===== src/rtl/mips_isa_pkg.sv =====
`default_nettype none
// ============================================================================
// mips_isa_pkg : MIPS op ids, opcode/funct values and encoder FSM states
// Rev 1.0
// ============================================================================
package mips_isa_pkg;

    localparam logic [4:0] OP_ADD   = 5'd0;
    localparam logic [4:0] OP_ADDU  = 5'd1;
    localparam logic [4:0] OP_SUB   = 5'd2;
    localparam logic [4:0] OP_SUBU  = 5'd3;
    localparam logic [4:0] OP_AND   = 5'd4;
    localparam logic [4:0] OP_OR    = 5'd5;
    localparam logic [4:0] OP_XOR   = 5'd6;
    localparam logic [4:0] OP_NOR   = 5'd7;
    localparam logic [4:0] OP_SLT   = 5'd8;
    localparam logic [4:0] OP_SLTU  = 5'd9;
    localparam logic [4:0] OP_SLL   = 5'd10;
    localparam logic [4:0] OP_SRL   = 5'd11;
    localparam logic [4:0] OP_SRA   = 5'd12;
    localparam logic [4:0] OP_JR    = 5'd13;
    localparam logic [4:0] OP_JALR  = 5'd14;
    localparam logic [4:0] OP_LW    = 5'd15;
    localparam logic [4:0] OP_SW    = 5'd16;
    localparam logic [4:0] OP_LUI   = 5'd17;
    localparam logic [4:0] OP_ADDI  = 5'd18;
    localparam logic [4:0] OP_ADDIU = 5'd19;
    localparam logic [4:0] OP_ANDI  = 5'd20;
    localparam logic [4:0] OP_SLTI  = 5'd21;
    localparam logic [4:0] OP_SLTIU = 5'd22;
    localparam logic [4:0] OP_BEQ   = 5'd23;
    localparam logic [4:0] OP_J     = 5'd24;
    localparam logic [4:0] OP_JAL   = 5'd25;

    localparam logic [5:0] OPC_RTYPE = 6'h00;
    localparam logic [5:0] OPC_J     = 6'h02;
    localparam logic [5:0] OPC_JAL   = 6'h03;
    localparam logic [5:0] OPC_BEQ   = 6'h04;
    localparam logic [5:0] OPC_ADDI  = 6'h08;
    localparam logic [5:0] OPC_ADDIU = 6'h09;
    localparam logic [5:0] OPC_SLTI  = 6'h0a;
    localparam logic [5:0] OPC_SLTIU = 6'h0b;
    localparam logic [5:0] OPC_ANDI  = 6'h0c;
    localparam logic [5:0] OPC_LUI   = 6'h0f;
    localparam logic [5:0] OPC_LW    = 6'h23;
    localparam logic [5:0] OPC_SW    = 6'h2b;

    localparam logic [5:0] FN_SLL  = 6'h00;
    localparam logic [5:0] FN_SRL  = 6'h02;
    localparam logic [5:0] FN_SRA  = 6'h03;
    localparam logic [5:0] FN_JR   = 6'h08;
    localparam logic [5:0] FN_JALR = 6'h09;
    localparam logic [5:0] FN_ADD  = 6'h20;
    localparam logic [5:0] FN_ADDU = 6'h21;
    localparam logic [5:0] FN_SUB  = 6'h22;
    localparam logic [5:0] FN_SUBU = 6'h23;
    localparam logic [5:0] FN_AND  = 6'h24;
    localparam logic [5:0] FN_OR   = 6'h25;
    localparam logic [5:0] FN_XOR  = 6'h26;
    localparam logic [5:0] FN_NOR  = 6'h27;
    localparam logic [5:0] FN_SLT  = 6'h2a;
    localparam logic [5:0] FN_SLTU = 6'h2b;

    typedef enum logic [1:0] {
        ST_IDLE  = 2'd0,
        ST_RUN   = 2'd1,
        ST_DRAIN = 2'd2,
        ST_DONE  = 2'd3
    } enc_state_e;

    function automatic logic [31:0] fmt_r(input logic [4:0] rs, input logic [4:0] rt,
                                          input logic [4:0] rd, input logic [4:0] shamt,
                                          input logic [5:0] funct);
        return {OPC_RTYPE, rs, rt, rd, shamt, funct};
    endfunction

    function automatic logic [31:0] fmt_i(input logic [5:0] opc, input logic [4:0] rs,
                                          input logic [4:0] rt, input logic [15:0] imm);
        return {opc, rs, rt, imm};
    endfunction

    function automatic logic [31:0] fmt_j(input logic [5:0] opc, input logic [25:0] target);
        return {opc, target};
    endfunction

endpackage
`default_nettype wire


===== src/rtl/mips_instr_pack.sv =====
`default_nettype none
// ============================================================================
// mips_instr_pack : combinational {op id, fields} -> {32-bit MIPS word, illegal}
// Rev 1.0
// ============================================================================
module mips_instr_pack
    import mips_isa_pkg::*;
(
    input  logic [4:0]  op_i,
    input  logic [4:0]  rs_i,
    input  logic [4:0]  rt_i,
    input  logic [4:0]  rd_i,
    input  logic [4:0]  shamt_i,
    input  logic [15:0] imm_i,
    input  logic [25:0] target_i,
    output logic [31:0] word_o,
    output logic        illegal_o
);

    // Fields that the ISA defines as unused are forced to zero here.
    always_comb begin
        word_o    = 32'h0;
        illegal_o = 1'b0;
        case (op_i)
            OP_ADD:   word_o = fmt_r(rs_i, rt_i, rd_i, 5'd0, FN_ADD);
            OP_ADDU:  word_o = fmt_r(rs_i, rt_i, rd_i, 5'd0, FN_ADDU);
            OP_SUB:   word_o = fmt_r(rs_i, rt_i, rd_i, 5'd0, FN_SUB);
            OP_SUBU:  word_o = fmt_r(rs_i, rt_i, rd_i, 5'd0, FN_SUBU);
            OP_AND:   word_o = fmt_r(rs_i, rt_i, rd_i, 5'd0, FN_AND);
            OP_OR:    word_o = fmt_r(rs_i, rt_i, rd_i, 5'd0, FN_OR);
            OP_XOR:   word_o = fmt_r(rs_i, rt_i, rd_i, 5'd0, FN_XOR);
            OP_NOR:   word_o = fmt_r(rs_i, rt_i, rd_i, 5'd0, FN_NOR);
            OP_SLT:   word_o = fmt_r(rs_i, rt_i, rd_i, 5'd0, FN_SLT);
            OP_SLTU:  word_o = fmt_r(rs_i, rt_i, rd_i, 5'd0, FN_SLTU);
            OP_SLL:   word_o = fmt_r(5'd0, rt_i, rd_i, shamt_i, FN_SLL);
            OP_SRL:   word_o = fmt_r(5'd0, rt_i, rd_i, shamt_i, FN_SRL);
            OP_SRA:   word_o = fmt_r(5'd0, rt_i, rd_i, shamt_i, FN_SRA);
            OP_JR:    word_o = fmt_r(rs_i, 5'd0, 5'd0, 5'd0, FN_JR);
            OP_JALR:  word_o = fmt_r(rs_i, 5'd0, rd_i, 5'd0, FN_JALR);
            OP_LW:    word_o = fmt_i(OPC_LW, rs_i, rt_i, imm_i);
            OP_SW:    word_o = fmt_i(OPC_SW, rs_i, rt_i, imm_i);
            OP_LUI:   word_o = fmt_i(OPC_LUI, 5'd0, rt_i, imm_i);
            OP_ADDI:  word_o = fmt_i(OPC_ADDI, rs_i, rt_i, imm_i);
            OP_ADDIU: word_o = fmt_i(OPC_ADDIU, rs_i, rt_i, imm_i);
            OP_ANDI:  word_o = fmt_i(OPC_ANDI, rs_i, rt_i, imm_i);
            OP_SLTI:  word_o = fmt_i(OPC_SLTI, rs_i, rt_i, imm_i);
            OP_SLTIU: word_o = fmt_i(OPC_SLTIU, rs_i, rt_i, imm_i);
            OP_BEQ:   word_o = fmt_i(OPC_BEQ, rs_i, rt_i, imm_i);
            OP_J:     word_o = fmt_j(OPC_J, target_i);
            OP_JAL:   word_o = fmt_j(OPC_JAL, target_i);
            default:  illegal_o = 1'b1;
        endcase
    end

endmodule
`default_nettype wire


===== src/rtl/mips_instr_encoder.sv =====
`default_nettype none
// ============================================================================
// mips_instr_encoder : packs symbolic instructions and streams them into IMEM
// Rev 1.0
// ============================================================================
module mips_instr_encoder
    import mips_isa_pkg::*;
#(
    parameter int          ADDR_W    = 8,
    parameter int unsigned BASE_ADDR = 0
) (
    input  logic              clk,
    input  logic              reset,
    input  logic              start,
    input  logic              in_valid,
    output logic              in_ready,
    input  logic [4:0]        in_op,
    input  logic [4:0]        in_rs,
    input  logic [4:0]        in_rt,
    input  logic [4:0]        in_rd,
    input  logic [4:0]        in_shamt,
    input  logic [15:0]       in_imm,
    input  logic [25:0]       in_target,
    input  logic              in_last,
    output logic              wr_en,
    output logic [ADDR_W-1:0] wr_addr,
    output logic [31:0]       wr_data,
    input  logic              wr_ready,
    output logic              busy,
    output logic              done,
    output logic              err_illegal,
    output logic              err_ovf,
    output logic [ADDR_W:0]   word_count
);

    localparam logic [ADDR_W-1:0] C_BASE = ADDR_W'(BASE_ADDR);
    localparam logic [ADDR_W-1:0] C_LAST = '1;

    enc_state_e        state_q, state_d;
    logic              wr_en_q, wr_en_d;
    logic [ADDR_W-1:0] addr_q, addr_d;
    logic [31:0]       data_q, data_d;
    logic [ADDR_W:0]   cnt_q, cnt_d;
    logic              ill_q, ill_d;
    logic              ovf_q, ovf_d;

    logic [31:0]       w_word;
    logic              w_illegal;
    logic              w_hs;
    logic              w_accept;
    logic              w_at_end;

    mips_instr_pack u_pack (
        .op_i      (in_op),
        .rs_i      (in_rs),
        .rt_i      (in_rt),
        .rd_i      (in_rd),
        .shamt_i   (in_shamt),
        .imm_i     (in_imm),
        .target_i  (in_target),
        .word_o    (w_word),
        .illegal_o (w_illegal)
    );

    assign in_ready = (state_q == ST_RUN) && (!wr_en_q || wr_ready);
    assign w_hs     = wr_en_q && wr_ready;
    assign w_accept = in_valid && in_ready;
    assign w_at_end = w_hs && (addr_q == C_LAST);

    always_comb begin
        state_d = state_q;
        wr_en_d = wr_en_q && !wr_ready;
        addr_d  = addr_q;
        data_d  = data_q;
        cnt_d   = cnt_q;
        ill_d   = ill_q;
        ovf_d   = ovf_q;

        if (w_hs) begin
            cnt_d = cnt_q + 1'b1;
            if (addr_q == C_LAST) begin
                ovf_d = 1'b1;
            end else begin
                addr_d = addr_q + 1'b1;
            end
        end

        if (w_accept) begin
            if (w_illegal) begin
                ill_d = 1'b1;
            end else begin
                wr_en_d = 1'b1;
                data_d  = w_word;
            end
        end

        // Address space is exhausted: a word accepted alongside the final write has nowhere to go.
        if (w_at_end) begin
            wr_en_d = 1'b0;
        end

        case (state_q)
            ST_IDLE, ST_DONE: begin
                if (start) begin
                    state_d = ST_RUN;
                    addr_d  = C_BASE;
                    cnt_d   = '0;
                    ill_d   = 1'b0;
                    ovf_d   = 1'b0;
                end
            end
            ST_RUN: begin
                if (w_at_end || (w_accept && in_last)) begin
                    state_d = ST_DRAIN;
                end
            end
            ST_DRAIN: begin
                if (!wr_en_q || w_hs) begin
                    state_d = ST_DONE;
                end
            end
            default: state_d = ST_IDLE;
        endcase
    end

    always_ff @(posedge clk or negedge reset) begin
        if (!reset) begin
            state_q <= ST_IDLE;
            wr_en_q <= 1'b0;
            addr_q  <= C_BASE;
            data_q  <= 32'h0;
            cnt_q   <= '0;
            ill_q   <= 1'b0;
            ovf_q   <= 1'b0;
        end else begin
            state_q <= state_d;
            wr_en_q <= wr_en_d;
            addr_q  <= addr_d;
            data_q  <= data_d;
            cnt_q   <= cnt_d;
            ill_q   <= ill_d;
            ovf_q   <= ovf_d;
        end
    end

    assign wr_en       = wr_en_q;
    assign wr_addr     = addr_q;
    assign wr_data     = data_q;
    assign busy        = (state_q == ST_RUN) || (state_q == ST_DRAIN);
    assign done        = (state_q == ST_DONE);
    assign err_illegal = ill_q;
    assign err_ovf     = ovf_q;
    assign word_count  = cnt_q;

endmodule
`default_nettype wire

===== config.mk =====
export PLATFORM = sky130hd
export DESIGN_NAME = mips_instr_encoder
export DESIGN_NICKNAME = d
export VERILOG_FILES = /design/src/rtl/mips_isa_pkg.sv /design/src/rtl/mips_instr_pack.sv /design/src/rtl/mips_instr_encoder.sv
export SDC_FILE = /design/constraint.sdc
export NUM_CORES = 1
export LEC_CHECK = 0
export ABC_AREA = 1
export CORE_ASPECT_RATIO = 1.4
export CORE_MARGIN = 4
export CORE_UTILIZATION = 48
export CTS_BUF_LIST = sky130_fd_sc_hd__clkbuf_16
export CTS_CLUSTER_DIAMETER = 30
export DETAILED_ROUTE_END_ITERATION = 8
export PLACE_DENSITY = 0.95
export SYNTH_ARGS = -nofsm -noshare
export SYNTH_HDL_FRONTEND = slang
export SYNTH_HIERARCHICAL = 1
export SYNTH_SLANG_ARGS = --single-unit
export TNS_END_PERCENT = 10

===== constraint.sdc =====
create_clock -name clk -period 2.68 [get_ports clk]
set_input_delay 0.536 -clock clk [delete_from_list [all_inputs] [get_ports clk]]
set_output_delay 0.536 -clock clk [all_outputs]
set_load 0.02 [all_outputs]

==> flow_summary.toml <==
[sta]
rsz0062_at_grt = "false"
tns_ns = 0
hold_slack_ns = 0.1437
clock.fmax_mhz = 403.8
post-route-min-period_ns = 2.477
clock_skew_ns = 0.002398
fin_crit_sh_pct = 92.41
setup_viol = 0
max_slew.worst_pin.slew_ns = 0.5142
slew_headroom_pct = 65.72
hold_viol_final = 0
maxSlewViolCount = 0

[die]
chipHeight_um = 106.8
core_area_um2 = 6700
dieArea_um2 = 8392
start_util_pct = 49.95
die_x_um = 78.58
rows = 35
io_pins = 128

[setup_path]
r2r-start = "state_q[1]"
cp_data_required_time_ns = 2.14
cp_max_fo = 4
cp-end-kind = "primary output"
cp_data_arrival_time_ns = 1.94
worstSetupPathType = "in2out"
startpoint_type = "primary input"
critPathLaunch = "wr_ready"

[yosys]
syn_inst = 484
synth.area.top_cells = "dfrtp_1 (40%), nand2_1 (22%), nand3_1 (9.3%)"
synth_top_area_cell = "dfrtp_1"
synth_area_um2 = 3347
synth_top_cell_area_share_pct = 40.37
synth_mux_area_share_pct = 0
synth_simple_gate_area_share_pct = 42.69
ys_ff_latch = 54
synth_compound_area_share_pct = 5.047
ys_types = 31
synthAdderAreaFrac_pct = 1.869
yosys.area_share.xor_xnor_pct = 0.7850
synthesis.nets = 562
synth_top_family_by_area = "simple AND/OR/NAND/NOR gates"
syn_avg_cell_area_um2 = 6.915
ys_seq_area_share_pct = 40.37
ys_warn_count = 6

[placement]
dp_hpwl_mm = 7.600
place_congestion = 0.9075
dpl_cell_area_um2 = 4618
portBuffers = 127

[drt]
drc = 0
routed_via_density = 5.186
drt_iter0_drc = 180
drt_pass1_iterations = 5
ant_nets = 0
num_vias = 3620
routed_wl_mm = 9.796
wire_per_inst_um = 14.03

[clocking]
cts_tree = "done"
post-cts-setup-buffers = 0
cts_made_buffers = 5
cts_buffer_depth = 2
cts.sinks = 54
htree_num_levels = 2
clock_latency_ns = 0.29
clk_pin_slew_ns = 0.07
cts-root-buf = "clkbuf_16"
ctsResizeCount = 0
cts_hold_repair.buffers = 0

[global_route]
grt_pass1_wl_mm = 16.04
overflow = 0
globalRouteTotalUtil_pct = 23.55
first_global_vias = 3629
antenna_found_initial = 0
grt_max_degree = 41

[pwr]
p_total_w = 0.003838
leakage_nw = 2.329
max-vdd-ir-drop_v = 0.0003980
powerDensity_nw_per_um2 = 802.1

[run_status]
outcome = "finished, final reports clean"

[layout]
final_common_cell = "nand2_1"
drive_gt1_share_pct = 6.271
final_cell_mix = "nand2_1 (194), clkdlybuf4s50_1 (126), nand3_1 (62)"
stdcell_area_um2 = 4785
fin_util_pct = 71.41
layout.nets = 683
syn_to_final_growth_pct = 42.95
diodes = 0
num-fill-cells = 535

[worst_hold_path]
hold_path_class = "in2async"

[run]
cap_violations = 0
power breakdown:
part	total [W]	internal (W)	switching, W
clock	0.000727	0.000438	0.000289
combinational	0.00184	0.000809	0.00103
sequential	0.00127	0.00108	0.000185
total	0.00384	0.00233	0.00151
synth_stat cells:
master / instances
o22ai_1: 1
buf_4: 7
nand2_1: 194
and3_1: 1
buf_2: 1
inv_2: 2
clkinv_1: 1
dfrtp_1: 54
nor2_1: 46
buf_6: 8
xnor2_1: 2
inv_1: 35
a21boi_0: 1
nand3_2: 2
a21oi_1: 12
o21ai_0: 10
nor2_4: 2
xor2_1: 1
nand3_1: 62
clkbuf_1: 4
ha_1: 5
a31oi_1: 1
nand2_2: 8
o21ai_2: 1
nor2_2: 6
nand4_1: 5
nor3_1: 4
o211ai_1: 4
conb_1: 1
nand3b_1: 1
nand2_4: 2
final cells by class:
class | count | area (µm²) | area share, %
clock buffers | 5 | 125.1 | 2.615
clock inverters | 3 | 41.29 | 0.8630
inverters | 38 | 142.6 | 2.981
multi-input cells | 372 | 1690 | 35.33
flip-flops and latches | 54 | 1351 | 28.24
well taps | 92 | 115.1 | 2.406
repair buffers | 134 | 1319 | 27.56
registers in the layout, indices dropped and copies added, names as in the netlist:
signal	flops
wr_en	1
err_illegal	1
wr_addr	8
wr_data	32
state_q	2
err_ovf	1
word_count	9
worst max-delay path: stages:
cell and delay, ns:
clkdlybuf4s50_1 0.51, inv_1 0.06, nand2_2 0.08, inv_1 0.06, nor2_1 0.09, clkdlybuf4s50_1 0.61
metal layers:
metal  share of wire (%)  vias to the layer above  routed length (µm)  GRT usage (%)
met2                  53                      162                5149          43.62
met3                 7.7                       34                 755          4.118
met1                  36                     1661                3523          25.96
li1                    -                     1763                   -              -
met5                   0                        -                   0              0
met4                 3.7                        0                 367          10.00
cell families after synthesis:
family,Yosys count
AND/OR/NAND/NOR,333
buffers and inverters,58
flip-flops,54
AO/OA/AOI/OAI,30
adder cells (fa/ha/maj),5
XOR/XNOR,3
other,1
stage by stage:
step | setup slack [ns] | std cells
CTS | 0.1912 | 698
finish | 0.2035 | 698
detailed placement | 0.1965 | 690
global route | 0.1131 | 698
global placement | 0.2025 | 690
floorplan | 1.147 | 484
worst paths after layout:
path	slack [ns]	endpoint	depth (start not counted)
worst min register to register	0.47	wr_data[29]	2
min in group clk	0.47	wr_data[29]	2
worst min-delay path	0.14	wr_addr[6]	1
worst max-delay path	0.20	in_ready	6
max in group asynchronous	1.71	wr_data[13]	2
worst max register to register	1.11	err_illegal	6
(Power assumes the default switching activity.)
